File: config.mk
export PLATFORM = sky130hd
export DESIGN_NAME = pipeline_ctrl_flat
export DESIGN_NICKNAME = d
export VERILOG_FILES = /design/src/rtl/pipeline_ctrl_pkg.sv /design/src/rtl/pipeline_ctrl_if.sv /design/src/rtl/pipeline_ctrl_div_counter.sv /design/src/rtl/pipeline_ctrl.sv /design/src/flat_wrapper.sv
export SDC_FILE = /design/constraint.sdc
export NUM_CORES = 1
export LEC_CHECK = 0
export ABC_CLOCK_PERIOD_IN_PS = 2200
export CORE_AREA = 4 4 51 53
export CTS_BUF_LIST = sky130_fd_sc_hd__clkbuf_4 sky130_fd_sc_hd__clkbuf_8 sky130_fd_sc_hd__clkbuf_16
export CTS_CLUSTER_SIZE = 24
export DETAILED_ROUTE_END_ITERATION = 8
export DIE_AREA = 0 0 55 57
export PLACE_DENSITY = 0.73
export REMOVE_ABC_BUFFERS = 1
export SLEW_MARGIN = 40
export SYNTH_ARGS = -nofsm -noshare
export SYNTH_HDL_FRONTEND = slang
export SYNTH_HIERARCHICAL = 1
export SYNTH_SLANG_ARGS = --single-unit
File: constraint.sdc
create_clock -name clk -period 2.2 [get_ports clk]
set_input_delay 0.44 -clock clk [delete_from_list [all_inputs] [get_ports clk]]
set_output_delay 0.44 -clock clk [all_outputs]
set_load 0.005 [all_outputs]
File: src/rtl/pipeline_ctrl_pkg.sv
// Shared types and constants for the pipeline stall/flush sequencer.
package pipeline_ctrl_pkg;

  typedef enum logic [1:0] {
    RUN      = 2'd0,
    DIV_WAIT = 2'd1,
    MEM_WAIT = 2'd2
  } pipe_state_t;

  localparam logic [4:0] REG_ZERO = 5'd0;

  localparam int unsigned CNT_W = 6;

endpackage

File: src/rtl/pipeline_ctrl_if.sv
// Hazard inputs from the datapath and stall/flush controls back to the pipeline registers.
interface pipeline_ctrl_if;
  import pipeline_ctrl_pkg::*;

  logic [4:0] id_rs;
  logic [4:0] id_rt;
  logic       ex_memread;
  logic [4:0] ex_rt;
  logic       branch_taken_d;
  logic       div_start_e;
  logic       dmem_req_m;
  logic       dmem_ack;
  logic       exc_m;

  logic       stall_f;
  logic       stall_d;
  logic       stall_e;
  logic       stall_m;
  logic       flush_d;
  logic       flush_e;
  logic       flush_m;
  logic       flush_w;
  logic       exc_redirect;
  logic       busy;

  // Datapath side: reports hazards, obeys stall/flush.
  modport master (
    output id_rs, id_rt, ex_memread, ex_rt, branch_taken_d, div_start_e,
    output dmem_req_m, dmem_ack, exc_m,
    input  stall_f, stall_d, stall_e, stall_m,
    input  flush_d, flush_e, flush_m, flush_w, exc_redirect, busy
  );

  // Controller side.
  modport slave (
    input  id_rs, id_rt, ex_memread, ex_rt, branch_taken_d, div_start_e,
    input  dmem_req_m, dmem_ack, exc_m,
    output stall_f, stall_d, stall_e, stall_m,
    output flush_d, flush_e, flush_m, flush_w, exc_redirect, busy
  );

endinterface

File: src/rtl/pipeline_ctrl_div_counter.sv
// Loadable down-counter tracking the remaining hold cycles of a multi-cycle divide.
module div_counter
  import pipeline_ctrl_pkg::*;
(
  input  logic             clk,
  input  logic             rst,
  input  logic             i_load,
  input  logic [CNT_W-1:0] i_load_val,
  input  logic             i_dec,
  output logic [CNT_W-1:0] o_value,
  output logic             o_zero
);

  logic [CNT_W-1:0] r_cnt;

  always_ff @(posedge clk or posedge rst) begin
    if (rst) begin
      r_cnt <= '0;
    end else if (i_load) begin
      r_cnt <= i_load_val;
    end else if (i_dec) begin
      r_cnt <= r_cnt - CNT_W'(1);
    end
  end

  assign o_value = r_cnt;
  assign o_zero  = (r_cnt == '0);

endmodule

File: src/rtl/pipeline_ctrl.sv
// Central stall/flush sequencer: resolves exception, memory wait, divide, load-use and
// taken-branch hazards for the 5-stage pipeline.
module pipeline_ctrl
  import pipeline_ctrl_pkg::*;
#(
  parameter int unsigned DIV_CYCLES = 4
) (
  input  logic          clk,
  input  logic          rst,
  pipeline_ctrl_if.slave pipe
);

  localparam bit               DIV_EN   = (DIV_CYCLES > 1);
  localparam logic [CNT_W-1:0] DIV_LOAD = CNT_W'(DIV_CYCLES - 2);

  pipe_state_t      r_state;
  pipe_state_t      w_state_d;

  logic             w_cnt_load;
  logic             w_cnt_dec;
  logic [CNT_W-1:0] w_cnt_value;
  logic             w_cnt_zero;

  logic             w_load_use;
  logic             w_mem_miss;

  logic w_sf, w_sd, w_se, w_sm;
  logic w_fd, w_fe, w_fm, w_fw;
  logic w_exr, w_busy;

  div_counter u_div_counter (
    .clk        (clk),
    .rst        (rst),
    .i_load     (w_cnt_load),
    .i_load_val (DIV_LOAD),
    .i_dec      (w_cnt_dec && (w_cnt_value != '0)),
    .o_value    (w_cnt_value),
    .o_zero     (w_cnt_zero)
  );

  assign w_load_use = pipe.ex_memread && (pipe.ex_rt != REG_ZERO) &&
                      ((pipe.ex_rt == pipe.id_rs) || (pipe.ex_rt == pipe.id_rt));
  assign w_mem_miss = pipe.dmem_req_m && !pipe.dmem_ack;

  always_ff @(posedge clk or posedge rst) begin
    if (rst) begin
      r_state <= RUN;
    end else begin
      r_state <= w_state_d;
    end
  end

  always_comb begin
    w_state_d  = r_state;
    w_cnt_load = 1'b0;
    w_cnt_dec  = 1'b0;
    w_sf = 1'b0; w_sd = 1'b0; w_se = 1'b0; w_sm = 1'b0;
    w_fd = 1'b0; w_fe = 1'b0; w_fm = 1'b0; w_fw = 1'b0;
    w_exr  = 1'b0;
    w_busy = (r_state != RUN);

    unique case (r_state)
      RUN: begin
        if (pipe.exc_m) begin
          {w_fd, w_fe, w_fm, w_fw, w_exr} = '1;
        end else if (w_mem_miss) begin
          {w_sf, w_sd, w_se, w_sm, w_fw} = '1;
          w_state_d = MEM_WAIT;
        end else if (pipe.div_start_e && DIV_EN) begin
          {w_sf, w_sd, w_se, w_fm} = '1;
          w_cnt_load = 1'b1;
          w_state_d  = DIV_WAIT;
        end else if (w_load_use) begin
          {w_sf, w_sd, w_fe} = '1;
        end else if (pipe.branch_taken_d) begin
          w_fd = 1'b1;
        end
      end

      DIV_WAIT: begin
        if (pipe.exc_m) begin
          {w_fd, w_fe, w_fm, w_fw, w_exr} = '1;
          w_state_d = RUN;
        end else if (!w_cnt_zero) begin
          {w_sf, w_sd, w_se, w_fm} = '1;
          w_cnt_dec = 1'b1;
        end else begin
          // Last divide cycle: the divide itself leaves EX, so div_start_e is stale.
          w_state_d = RUN;
        end
      end

      MEM_WAIT: begin
        if (!pipe.dmem_ack) begin
          {w_sf, w_sd, w_se, w_sm, w_fw} = '1;
        end else begin
          w_state_d = RUN;
        end
      end

      default: begin
        w_state_d = RUN;
      end
    endcase

    if (rst) begin
      w_sf = 1'b0; w_sd = 1'b0; w_se = 1'b0; w_sm = 1'b0;
      w_fd = 1'b0; w_fe = 1'b0; w_fm = 1'b0; w_fw = 1'b0;
      w_exr  = 1'b0;
      w_busy = 1'b0;
    end
  end

  assign pipe.stall_f      = w_sf;
  assign pipe.stall_d      = w_sd;
  assign pipe.stall_e      = w_se;
  assign pipe.stall_m      = w_sm;
  assign pipe.flush_d      = w_fd;
  assign pipe.flush_e      = w_fe;
  assign pipe.flush_m      = w_fm;
  assign pipe.flush_w      = w_fw;
  assign pipe.exc_redirect = w_exr;
  assign pipe.busy         = w_busy;

endmodule

File: src/flat_wrapper.sv
// flat-port wrapper written by rule: the top's interface ports become plain ports
module pipeline_ctrl_flat import pipeline_ctrl_pkg::*;
#(
  parameter int unsigned DIV_CYCLES = 4
)
  (clk, rst, pipe_id_rs, pipe_id_rt, pipe_ex_memread, pipe_ex_rt, pipe_branch_taken_d, pipe_div_start_e, pipe_dmem_req_m, pipe_dmem_ack, pipe_exc_m, pipe_stall_f, pipe_stall_d, pipe_stall_e, pipe_stall_m, pipe_flush_d, pipe_flush_e, pipe_flush_m, pipe_flush_w, pipe_exc_redirect, pipe_busy);
  pipeline_ctrl_if pipe_i ();
  input  logic clk;
  input  logic rst;
  input wire logic [$bits(pipe_i.id_rs)-1:0] pipe_id_rs;
  input wire logic [$bits(pipe_i.id_rt)-1:0] pipe_id_rt;
  input wire logic [$bits(pipe_i.ex_memread)-1:0] pipe_ex_memread;
  input wire logic [$bits(pipe_i.ex_rt)-1:0] pipe_ex_rt;
  input wire logic [$bits(pipe_i.branch_taken_d)-1:0] pipe_branch_taken_d;
  input wire logic [$bits(pipe_i.div_start_e)-1:0] pipe_div_start_e;
  input wire logic [$bits(pipe_i.dmem_req_m)-1:0] pipe_dmem_req_m;
  input wire logic [$bits(pipe_i.dmem_ack)-1:0] pipe_dmem_ack;
  input wire logic [$bits(pipe_i.exc_m)-1:0] pipe_exc_m;
  output wire logic [$bits(pipe_i.stall_f)-1:0] pipe_stall_f;
  output wire logic [$bits(pipe_i.stall_d)-1:0] pipe_stall_d;
  output wire logic [$bits(pipe_i.stall_e)-1:0] pipe_stall_e;
  output wire logic [$bits(pipe_i.stall_m)-1:0] pipe_stall_m;
  output wire logic [$bits(pipe_i.flush_d)-1:0] pipe_flush_d;
  output wire logic [$bits(pipe_i.flush_e)-1:0] pipe_flush_e;
  output wire logic [$bits(pipe_i.flush_m)-1:0] pipe_flush_m;
  output wire logic [$bits(pipe_i.flush_w)-1:0] pipe_flush_w;
  output wire logic [$bits(pipe_i.exc_redirect)-1:0] pipe_exc_redirect;
  output wire logic [$bits(pipe_i.busy)-1:0] pipe_busy;
  assign pipe_i.id_rs = pipe_id_rs;
  assign pipe_i.id_rt = pipe_id_rt;
  assign pipe_i.ex_memread = pipe_ex_memread;
  assign pipe_i.ex_rt = pipe_ex_rt;
  assign pipe_i.branch_taken_d = pipe_branch_taken_d;
  assign pipe_i.div_start_e = pipe_div_start_e;
  assign pipe_i.dmem_req_m = pipe_dmem_req_m;
  assign pipe_i.dmem_ack = pipe_dmem_ack;
  assign pipe_i.exc_m = pipe_exc_m;
  assign pipe_stall_f = pipe_i.stall_f;
  assign pipe_stall_d = pipe_i.stall_d;
  assign pipe_stall_e = pipe_i.stall_e;
  assign pipe_stall_m = pipe_i.stall_m;
  assign pipe_flush_d = pipe_i.flush_d;
  assign pipe_flush_e = pipe_i.flush_e;
  assign pipe_flush_m = pipe_i.flush_m;
  assign pipe_flush_w = pipe_i.flush_w;
  assign pipe_exc_redirect = pipe_i.exc_redirect;
  assign pipe_busy = pipe_i.busy;
  pipeline_ctrl #(.DIV_CYCLES(DIV_CYCLES)) u_core (.clk(clk), .rst(rst), .pipe(pipe_i));
endmodule
# Word-level counts from Yosys, hierarchy flattened
# Index checks and enable logic that the tools add are counted.
# word_totals
register_bits	8
output_inout_bits	10
# classes
add_sub_neg	1
eq_ne	8
n_mux	54
n_reduce_logical	14
# ops
operator	n
1-bit two-way mux	38
2-bit two-way mux	6
6-bit two-way mux	2
5-bit equality test	2
1-bit one-hot mux with 3 select lines	3
1-bit one-hot mux with 2 select lines	4
6-bit zero test	1
3-bit by 2-bit inequality test with 1-bit output (second input constant)	2
2-bit one-hot mux with 3 select lines	1
6-bit nonzero test	1
6-bit by 1-bit subtractor with 6-bit output (second input constant)	1
5-bit nonzero test	1
1-bit logical AND	4
2-bit inequality test (second input constant)	2
4-bit AND reduction	1
2-bit nonzero test	2
2-bit by 1-bit equality test with 1-bit output (second input constant)	1
2-bit equality test (second input constant)	1
2-bit zero test	1
2-bit OR reduction	1
1-bit zero test	1
1-bit logical OR	1

# Longest topological paths before layout
# Gate-level depths: netlist (run 1).
# logic_depth
ltp_word	9
ltp_mapped	8
ltp_nobuf	8

# Cells and area by module
# The synthesis (run 1) kept the hierarchy.
# modules_own_cells
mod	n_inst	cells_per_inst	area_each_um2
pipeline_ctrl	1	62	415.4
div_counter	1	38	366.6

# Worst setup path after synthesis (run 1)
# No wires, ideal clock.
# synth_path
path_type	register -> register
startpoint	register u_core.u_div_counter.r_cnt[0] (netlist: u_core/u_div_counter/o_value[0])
endpoint	register u_core.u_div_counter.r_cnt[5] (netlist: u_core/u_div_counter/o_value[5])
arrival_ps	2157
t_required_ps	2078
path_slack_ps	-79
path_stages_with_launch	9
cell_sequence	dfrtp_1 > inv_1 > ha_1 > nor4b_1 > nand2b_1 > nor4_1 > nor4b_4 > mux2i_1 > nand2_1
# synth_via
elab_chain_len	6
word_cells_on_any_way	10
# synth_rtl
item	line	rtl
from (decl)	pipeline_ctrl_div_counter.sv:14	logic [CNT_W-1:0] r_cnt;
from (signal assigned)	pipeline_ctrl_div_counter.sv:20	r_cnt <= i_load_val;
from (signal assigned)	pipeline_ctrl_div_counter.sv:22	r_cnt <= r_cnt - CNT_W'(1);
6-bit zero test	pipeline_ctrl_div_counter.sv:27	assign o_zero = (r_cnt == '0);
net u_core.w_cnt_zero	pipeline_ctrl.sv:22	logic w_cnt_zero;
1-bit two-way mux	pipeline_ctrl.sv:84	end else if (!w_cnt_zero) begin
1-bit two-way mux	pipeline_ctrl.sv:81	if (pipe.exc_m) begin
1-bit two-way mux	pipeline_ctrl.sv:62	unique case (r_state)
1-bit logical AND	pipeline_ctrl.sv:36	.i_dec (w_cnt_dec && (w_cnt_value != '0)),
2-bit nonzero test (no line)	n/a	
# The timed path passes the listed nets, and every way through them passes these cells. The select of a mux whose other input is x is not followed.
# A chain may end at the register's enable or synchronous reset.

# Worst setup path in the final report (run 1)
# layout_path
startpoint	register u_core.u_div_counter.r_cnt[3] (netlist: u_core/u_div_counter/o_value[3])
endpoint	output port pipe_stall_f
# layout_via
elab_chain_len	5
# layout_rtl
item	line	rtl
6-bit zero test	pipeline_ctrl_div_counter.sv:27	
net u_core.w_cnt_zero	pipeline_ctrl.sv:22	
1-bit two-way mux	pipeline_ctrl.sv:84	
1-bit two-way mux	pipeline_ctrl.sv:81	
1-bit one-hot mux with 3 select lines	pipeline_ctrl.sv:62	
1-bit two-way mux	pipeline_ctrl.sv:106	if (rst) begin
to (decl)	flat_wrapper.sv:19	output wire logic [$bits(pipe_i.stall_f)-1:0] pipe_stall_f;
# The timed path passes the listed nets, and every way through them passes these cells.

==> flow_summary.toml, run 1 <==
[clock_network]
cts_root_buffer = "clkbuf_4"
cts_tree = "yes"
clkTransAtPathRegs_ns = 0.05
cts_buffers = 3
clk-insertion-delay-late_ns = 0.24
cts_max_path_buffers = 2
htreeDepth = 1
cts_sinks = 8
cts_hold_buf = 0

[logic_synthesis]
syn_area_per_cell_um2 = 7.820
netlist_area_um2 = 782.0
ys_seq_elements = 8
ys_types = 36
syn-instance-count = 100
synth_top_family_by_area = "simple AND/OR/NAND/NOR gates"
synth_seq_area_share_pct = 25.60
synth-xor-area-share_pct = 15.68
synthAdderAreaFrac_pct = 3.200
synthArstFlopShare_pct = 100.0
muxShareOfSynthArea_pct = 1.280
yosysWarnings = 6
synth_compound_area_share_pct = 16.64
synth-simple-area-share_pct = 30.08
synth_edf_count = 0
ys.flop_type = "dfrtp_1"

[placement]
dpl_cell_area_mm2 = 0.001338
gp_congestion = 0.7859
portBuffers = 32
hpwl_um = 1992
place_ws_ns = -0.5864

[setup_path]
arrival_ns = 1.72
r2r-end = "u_core/u_div_counter/o_value[2]"
cp_num_buf_inv = 1
regToRegSetupSlack_ns = 0.15
crit_required_ns = 1.76
path_cells = "or2_4, nor4b_4, a221oi_2, o21ai_2, o22ai_1, buf_2"
worstSetupPathType = "reg -> out"
crit_family = "simple AND/OR/NAND/NOR gates"
worst_setup_path_end_kind = "primary output"
slowest_delay_ns = 0.39
cp-start-kind = "register"
reg2reg_from = "u_core/u_div_counter/o_value[2]"
reg2regPathDepth = 9
cpMaxStageDelayCell = "dfrtp_1"
crit_fanout = 2

[floorplanning]
core-area_mm2 = 0.002148
die_y_um = 57
start_util_pct = 36.40
rows = 17
dieArea_mm2 = 0.003135
num_io_pins = 33
die_x_um = 55

[sta]
rsz0062_at_grt = "yes"
hold_violations = 0
slew_violations = 0
finalCritPeriodShare_pct = 98.02
setup_viol = 0
layout_setup_ws_ns = 0.04356
fin_worst_skew_ns = 0.002523
period_minus_slack_ns = 2.156
fmax_mhz = 463.7

[detailed_routing]
routed-wl-met3_um = 98
routed.top_layer = "met4"
via_per_inst = 4.776
first_pass_iters = 4
drt-initial-drc-count = 16
wl_met2_um = 1378
vias = 917
wire_per_inst_um = 13.06
final_antenna_net_count = 0
wl_met1_um = 975
drc = 0
drt-total-wl_um = 2508

[pwr]
power.density_mw_per_mm2 = 625.1
power_uw = 879.1
vdd.ir_drop.worst_v = 0.0004766
p_leak_nw = 0.6500

[finish]
nets = 191
final_cell_area_mm2 = 0.001406
drive_above_1_share_pct = 35.98
final_util_pct = 65.46
syn2layout_area_growth_pct = 79.84
filler_cell_count = 196
antenna_cells = 0

[global_route]
track_usage_pct = 16.48
grt_max_degree = 8
grt_pass1_wl_um = 3926
grt_overflow = 0
antenna_found_initial = 0
grt_pass1_vias = 953

[flow_run]
maxCapViolCount = 0

[outcome]
status = "finished clean"

[min_path]
hp-class = "in -> async"
## worst max path at each step
stage	start	cells past startpoint	slack, ns	end
floorplan	u_core/u_div_counter/o_value[0]	8	-0.08	u_core/u_div_counter/o_value[5]
detailed placement	pipe_ex_rt[2]	6	-0.59	pipe_flush_d
global placement	pipe_ex_rt[2]	6	-0.52	pipe_flush_d
finish	u_core/u_div_counter/o_value[3]	6	0.04	pipe_stall_f
CTS	u_core/u_div_counter/o_value[4]	6	0.007	pipe_stall_e
global route	u_core/u_div_counter/o_value[3]	6	-0.07	pipe_stall_f
## area by class of cell
type	count	area, um2	share of cell area, %
Multi-Input combinational cell	84	621.8	44.22
Clock buffer	3	22.52	1.601
Inverter	7	26.28	1.868
Tap cell	28	35.03	2.491
Sequential cell	8	200.2	14.23
Timing Repair Buffer	62	500.5	35.59
## per-stage QoR
stage,hold slack [ns],TNS [ns],instances
final,0.3810,0,192
after global routing,0.3890,-0.1432,192
after CTS,0.3769,0,192
after detailed placement,0.6668,-3.126,187
after global placement,0.6432,-2.849,187
after floorplan,0.1812,-0.1577,99
## cell families after synthesis
logic type	count (synthesis)
xor gates and xnor gates	14
adders and majority gates	2
DFF	8
AOI/OAI and AO/OA	21
other	2
and+or+nand+nor	40
muxes	1
buffers and inverters	12
## power breakdown
part / internal [mW] / switching [mW]
sequential: 0.198 / 0.0481
clock: 0.0621 / 0.0447
combinational: 0.301 / 0.225
total: 0.561 / 0.318
## worst min-delay path, cell delays in order
cell and delay [ns]:
dlygate4sd2_1 0.27, buf_4 0.17, inv_1 0.08
## state kept, by name, summed over array words and instances, names as in the netlist
| register | flops |
|---|---|
| u_core/r_state | 2 |
| u_core/u_div_counter/o_value | 6 |
## cell usage after synthesis (2+ instances only)
cell type | count | area, um2
xor2_1 | 11 | 96.34
nand2_1 | 9 | 33.78
o21ai_0 | 9 | 45.04
dfrtp_1 | 8 | 200.2
nor2_1 | 8 | 30.03
inv_1 | 7 | 26.28
nor3_1 | 5 | 25.02
nand2b_1 | 4 | 25.02
nor4_1 | 4 | 25.02
xnor2_1 | 3 | 26.28
a21oi_1 | 2 | 10.01
a22oi_1 | 2 | 15.01
buf_2 | 2 | 10.01
clkbuf_1 | 2 | 7.510
conb_1 | 2 | 7.510
ha_1 | 2 | 25.02
## timing repair
item,4_1_cts,5_1_grt
pin swaps,9,6
gates resized for setup,47,12
endpoints found under the setup margin,12,9
hold endpoints to repair,0,0
buffers inserted,3,0
## cells in the final DEF, fill, tap and decap left out, types with 2 or more instances in the layout
cell / n
nand2b_1: 3
dlygate4sd2_1: 6
nor2_1: 6
nand2_1: 9
xnor2_1: 3
clkbuf_4: 3
a21oi_1: 2
inv_1: 6
nor4_1: 3
buf_2: 7
clkdlybuf4s50_1: 16
nor2_2: 2
buf_4: 30
o21ai_0: 6
conb_1: 6
nor3_2: 2
nor4b_4: 2
o21ai_1: 3
xor2_1: 11
dfrtp_1: 8
nor3_1: 3
## routing by layer
layer	vias to the layer above	global-route usage [%]
li1	468	-
met1	417	18.90
met2	26	30.07
met3	6	1.567
met4	0	6.250
met5	-	0
Power figures use the tool's default switching activity.
==> inputs of run 2 (changes only) <==
- CTS_BUF_LIST: sky130_fd_sc_hd__clkbuf_4 sky130_fd_sc_hd__clkbuf_8 sky130_fd_sc_hd__clkbuf_16 -> default
==> results of run 2 <==
The final DEF is identical to that of run 1; final timing and power are the same.
